`config.mk`:
```
export PLATFORM = sky130hd
export DESIGN_NAME = pcie_wr_serializer
export DESIGN_NICKNAME = d
export VERILOG_FILES = /design/src/rtl/pcie_wr_serializer.sv
export SDC_FILE = /design/constraint.sdc
export NUM_CORES = 2
export LEC_CHECK = 0
export CAP_MARGIN = 20
export CORE_UTILIZATION = 45
export CTS_CLUSTER_SIZE = 8
export DETAILED_ROUTE_END_ITERATION = 6
export GPL_ROUTABILITY_DRIVEN = 0
export PLACE_DENSITY = 0.73
export SLEW_MARGIN = 20
export SYNTH_ARGS = -nofsm -noshare
export SYNTH_HDL_FRONTEND = slang
export SYNTH_SLANG_ARGS = --single-unit
```
`constraint.sdc`:
```
create_clock -name pcie_clk -period 25.6 [get_ports pcie_clk]
set_input_delay 3.84 -clock pcie_clk [delete_from_list [all_inputs] [get_ports pcie_clk]]
set_output_delay 3.84 -clock pcie_clk [all_outputs]
set_load 0.005 [all_outputs]
```
`src/rtl/pcie_wr_serializer.sv`:
```
// pcie_wr_serializer: buffers hi/lo write-lane pairs from the RX write decoder
// in a FIFO and replays them as single 32-bit write beats (lo lane first) to a
// downstream port that may stall. Entries that arrive while full are dropped whole.
`ifndef MEM_ADDR_BITS
`define MEM_ADDR_BITS 16
`endif

module pcie_wr_serializer #(
  parameter int ADDR_BITS  = `MEM_ADDR_BITS,
  parameter int DEPTH_LOG2 = 4
) (
  input  logic                 pcie_clk,
  input  logic                 rst,
  input  logic [1:0]           wr_if_select,
  input  logic [3:0]           wr_mem_select,
  input  logic [ADDR_BITS-1:0] wr_addr_hi,
  input  logic [ADDR_BITS-1:0] wr_addr_lo,
  input  logic [31:0]          wr_data_hi,
  input  logic [31:0]          wr_data_lo,
  input  logic [3:0]           wr_mask_hi,
  input  logic [3:0]           wr_mask_lo,
  input  logic                 wr_en_hi,
  input  logic                 wr_en_lo,
  output logic [1:0]           out_if_select,
  output logic [3:0]           out_mem_select,
  output logic [ADDR_BITS-1:0] out_addr,
  output logic [31:0]          out_data,
  output logic [3:0]           out_mask,
  output logic                 out_valid,
  input  logic                 out_ready,
  output logic                 fifo_empty,
  output logic                 stat_wr_drop_inc
);

  localparam int DEPTH = 1 << DEPTH_LOG2;
  localparam logic [DEPTH_LOG2:0] DEPTH_CNT = (DEPTH_LOG2+1)'(DEPTH);
  localparam logic [DEPTH_LOG2:0] ONE_CNT   = (DEPTH_LOG2+1)'(1);

  // Drain FSM: which lane of the head entry is currently presented.
  localparam logic [1:0] S_IDLE = 2'd0;
  localparam logic [1:0] S_LO   = 2'd1;
  localparam logic [1:0] S_HI   = 2'd2;

  typedef struct packed {
    logic [1:0]           if_sel;
    logic [3:0]           mem_sel;
    logic [ADDR_BITS-1:0] addr_hi;
    logic [ADDR_BITS-1:0] addr_lo;
    logic [31:0]          data_hi;
    logic [31:0]          data_lo;
    logic [3:0]           mask_hi;
    logic [3:0]           mask_lo;
    logic                 en_hi;
    logic                 en_lo;
  } entry_t;

  entry_t                fifo_mem [DEPTH];
  logic [DEPTH_LOG2-1:0] wr_ptr;
  logic [DEPTH_LOG2-1:0] rd_ptr;
  logic [DEPTH_LOG2-1:0] rd_ptr_nxt;
  logic [DEPTH_LOG2:0]   count;
  logic [1:0]            state;

  entry_t push_entry;
  entry_t head;
  entry_t next_head;
  entry_t ld_entry;
  logic   push_req;
  logic   push_ok;
  logic   accept;
  logic   pop;
  logic   load;
  logic   ld_hi;

  // Assemble the incoming entry and decide whether it fits (a same-cycle pop frees a slot).
  always_comb begin
    push_entry = '{if_sel:  wr_if_select, mem_sel: wr_mem_select,
                   addr_hi: wr_addr_hi,   addr_lo: wr_addr_lo,
                   data_hi: wr_data_hi,   data_lo: wr_data_lo,
                   mask_hi: wr_mask_hi,   mask_lo: wr_mask_lo,
                   en_hi:   wr_en_hi,     en_lo:   wr_en_lo};
    push_req   = wr_en_hi || wr_en_lo;
    push_ok    = push_req && ((count < DEPTH_CNT) || pop);
    rd_ptr_nxt = rd_ptr + DEPTH_LOG2'(1);
    head       = fifo_mem[rd_ptr];
    next_head  = fifo_mem[rd_ptr_nxt];
    accept     = out_valid && out_ready;
    fifo_empty = (count == '0) && !out_valid;
  end

  // Next-beat selection: advance lane or pop head, and preload the next head's first lane.
  always_comb begin
    pop      = 1'b0;
    load     = 1'b0;
    ld_hi    = 1'b0;
    ld_entry = head;
    case (state)
      S_IDLE: begin
        if (count != '0) begin
          load  = 1'b1;
          ld_hi = !head.en_lo;
        end
      end
      S_LO: begin
        if (accept) begin
          if (head.en_hi) begin
            load  = 1'b1;
            ld_hi = 1'b1;
          end else begin
            pop = 1'b1;
            if (count > ONE_CNT) begin
              load     = 1'b1;
              ld_entry = next_head;
              ld_hi    = !next_head.en_lo;
            end
          end
        end
      end
      S_HI: begin
        if (accept) begin
          pop = 1'b1;
          if (count > ONE_CNT) begin
            load     = 1'b1;
            ld_entry = next_head;
            ld_hi    = !next_head.en_lo;
          end
        end
      end
      default: ;
    endcase
  end

  // FIFO storage; contents are only meaningful between the pointers.
  always_ff @(posedge pcie_clk) begin
    if (push_ok) fifo_mem[wr_ptr] <= push_entry;
  end

  // FIFO pointers, occupancy and the drop statistic pulse.
  always_ff @(posedge pcie_clk) begin
    if (rst) begin
      wr_ptr           <= '0;
      rd_ptr           <= '0;
      count            <= '0;
      stat_wr_drop_inc <= 1'b0;
    end else begin
      if (push_ok) wr_ptr <= wr_ptr + DEPTH_LOG2'(1);
      if (pop)     rd_ptr <= rd_ptr_nxt;
      case ({push_ok, pop})
        2'b10:   count <= count + ONE_CNT;
        2'b01:   count <= count - ONE_CNT;
        default: count <= count;
      endcase
      stat_wr_drop_inc <= push_req && !push_ok;
    end
  end

  // Registered output beat; held unchanged until the downstream accepts it.
  always_ff @(posedge pcie_clk) begin
    if (rst) begin
      state          <= S_IDLE;
      out_valid      <= 1'b0;
      out_if_select  <= '0;
      out_mem_select <= '0;
      out_addr       <= '0;
      out_data       <= '0;
      out_mask       <= '0;
    end else if (load) begin
      state          <= ld_hi ? S_HI : S_LO;
      out_valid      <= 1'b1;
      out_if_select  <= ld_entry.if_sel;
      out_mem_select <= ld_entry.mem_sel;
      out_addr       <= ld_hi ? ld_entry.addr_hi : ld_entry.addr_lo;
      out_data       <= ld_hi ? ld_entry.data_hi : ld_entry.data_lo;
      out_mask       <= ld_hi ? ld_entry.mask_hi : ld_entry.mask_lo;
    end else if (accept) begin
      state     <= S_IDLE;
      out_valid <= 1'b0;
    end
  end

endmodule

```
==> impl_metrics.toml <==
[logic_synthesis]
synth_xor_area_frac = 0.001095
synth.distinct_cells = 56
ys_seq_area_frac = 0.6463
synth_fa_ha_area_frac = 0.002044
syn_nets = 4189
syn_area_um2 = 85710
synth-async-reset-ratio = 0
synthTopCellsByArea = "edfxtp_1 63%, mux4_2 27%, dfxtp_1 1.8%"
synth_compound_area_frac = 0.02997
synth_cells = 4060
synth_edf_count = 1792
synth_flop_cell = "edfxtp_1"
synth_mux_area_frac = 0.2810
synth_warnings = 0
syn_area_per_cell_um2 = 21.11
synth_top_area_cell = "edfxtp_1"
synth_top_area_share = 0.6279
synth-seq-cells = 1871
synth_top_family_by_area = "multiplexers"
synthSimpleGateAreaFrac = 0.02107

[detailed_routing]
drtIter0Drc = 6501
firstDrtPassIters = 5
routed_wl_um = 232700
via_per_inst = 6.777
ant_nets = 0
drc = 0
num_vias = 46750
wl_per_cell_um = 33.73

[layout]
drive_above_1_share = 0.3315
area_growth_syn_to_layout_pct = 14.17
nNetsFinal = 4401
finalNonFillerCells = 6898

[clocking]
root_buffer = "clkbuf_16"
cts_tree = "built"
cts_sinks = 1871
cts_buffer_depth = 4
cts_setup_buffers = 0
path_clk_slew_ns = 0.05
hold_buffers = 0
cts_buffers = 284
worstSkewPairLatency_ns = 0.90
cts_resized = 0
cts_max_level = 5

[setup_path]
worstSetupEndpointType = "register"
cp_cell_sequence = "clkdlybuf4s50_1, nand3_1, a21oi_1, and2_1, and3_4, buf_4, buf_4"
path_class = "input pin to register"
crit_top_cell = "buf_4"
cpMaxStageDelayCell = "buf_4"
worst_setup_path_start_kind = "input pin"
required_ns = 26.09
cp_top_family = "buffers and inverters"
critPathMaxFanout = 50
cp.buffers_inverters = 3
max_stage_delay_ns = 0.95
worst_ep_arrival_time_ns = 8.10

[global_route]
grt_max_degree = 137
grt_first_pass_wirelength_um = 338600
antenna_found_initial = 37
grt_pass1_vias = 48091
track_usage = 0.2422
grt_overflow_total = 0

[floorplanning]
initial_core_util = 0.4549
dieArea_um2 = 192200
num_io_pins = 176
coreArea_um2 = 188400
die_w_um = 438.4
fp.dieH_um = 438.4
rows = 159

[timing]
period_minus_slack_ns = 7.603
fin_tns_setup_ns = 0
hold_slack_ns = 0.5167
rsz0062_at_grt = "false"
fin_ws_ns = 18.00
slew_headroom = 0.2292
drv_slew = 0
fmax_mhz = 131.5
worstMarginPinSlew_ns = 1.156
min_period_over_period = 0.2970
setup_viol = 0
hold_viol_final = 0
finClkSkew_ns = 0.03818

[power]
power.total_w = 0.007374
peakVddDrop_mv = 0.07337
p_per_area_nw_per_um2 = 75.36
p_leak_nw = 28.90

[placement]
dp_cells = 6481
io_buffers = 175
dp_slack_ns = 17.09
dp_hpwl_um = 129400

[flow_run]
max_cap_viol_count = 0

[outcome]
status = "finished, final reports clean"

[hold_path]
hp-class = "register to register"
-- placed cells by master, fill, tap and decap left out, types with 18 or more instances in the layout --
master	count
a211oi_1	83
a21o_1	29
a21oi_1	94
a221o_1	24
a31oi_1	32
a32o_1	31
a32oi_1	24
and2_1	28
and3_1	27
buf_4	78
clkbuf_1	93
clkbuf_16	293
clkdlybuf4s50_1	174
dfxtp_1	75
diode_2	26
edfxtp_1	1792
mux2i_1	95
mux4_2	1027
nand2_1	70
nand3_1	36
nor2_1	18
nor2b_1	88
nor3_1	28
o21ai_0	27
-- power breakdown --
part           total [W]  switching, W  internal [W]  leakage (nW)
registers        0.00353     0.0000782       0.00345          16.9
logic           0.000549      0.000315      0.000233          8.28
clock network    0.00330       0.00125       0.00205          3.74
-- cell families (layout without fill, tap and decap cells) --
| kind of cell | after synthesis | after routing |
|---|---|---|
| DFF | 1871 | 1871 |
| muxes | 1122 | 1122 |
| AOI/OAI and AO/OA | 363 | 363 |
| buffers and inverters | 349 | 666 |
| and+or+nand+nor | 332 | 332 |
| adders and majority gates | 14 | 14 |
| xor gates and xnor gates | 9 | 9 |
| other | 0 | 26 |
-- tightest hold or removal path, stage by stage, from the launching register on --
cell and delay [ns]:
dfxtp_1 0.33, nand2_1 0.06, a31oi_1 0.06
-- per-stage QoR --
| step | area [µm²] | util |
|---|---|---|
| floorplan | 85710 | - |
| finish | 97850 | 0.5194 |
| global route | 97830 | 0.5193 |
| detailed placement | 90050 | 0.4780 |
| CTS | 97770 | 0.5190 |
| global placement | 89950 | 0.4774 |
-- cell type report --
cell class | count | area [µm²]
well taps | 2495 | 3122
flip-flops and latches | 1871 | 55410
fillers | 14170 | 90550
clock inverters | 5 | 40.04
multi-input cells | 1840 | 28890
diodes | 26 | 65.06
clock buffers | 386 | 7681
repair buffers | 266 | 2604
inverters | 9 | 41.29
-- synthesized netlist by cell type, drive strengths merged, types with 2 or more instances --
library cell	count
a21oi	95
a31oi	33
a211o	2
xor2	5
clkbuf	121
nor2b	89
nor3b	2
a31o	2
a21o	29
nand2b	3
mux2i	95
a32oi	24
edfxtp	1792
o21ai	32
buf	219
nor2	23
and2	30
a221o	24
and3	35
nand3	36
a2111oi	2
xnor2	4
mux4	1027
nor4	2
a211oi	83
ha	14
or3	3
dfxtp	79
nand2	70
nor3	33
a32o	31
inv	9
-- sequential cells by signal (all words and copies together) (netlist names), named ones only --
register          count
fifo_mem           1792
out_data             32
out_addr             16
count                 5
out_mask              4
out_mem_select        4
rd_ptr                4
wr_ptr                4
out_if_select         2
state                 2
out_valid             1
stat_wr_drop_inc      1
-- path summary, 6_finish.rpt --
path | start | end | slack, ns | cells past startpoint
max | out_ready | fifo_mem[5][85] | 18.00 | 7
min | out_data[8] | out_data[8] | 0.52 | 2
min reg2reg | out_data[8] | out_data[8] | 0.52 | 2
max reg2reg | register | fifo_mem[5][85] | 19.11 | 10
-- routing by layer --
metal  vias to the layer above  global-route usage  wire length, µm
met2                      2978              0.3724           111300
met1                     24993              0.3340            87130
met5                         -                   0              107
met4                        18              0.1099             9798
li1                      18260                   -                -
met3                       501             0.05135            24280
Note: power is estimated with default switching activity, not from simulation.
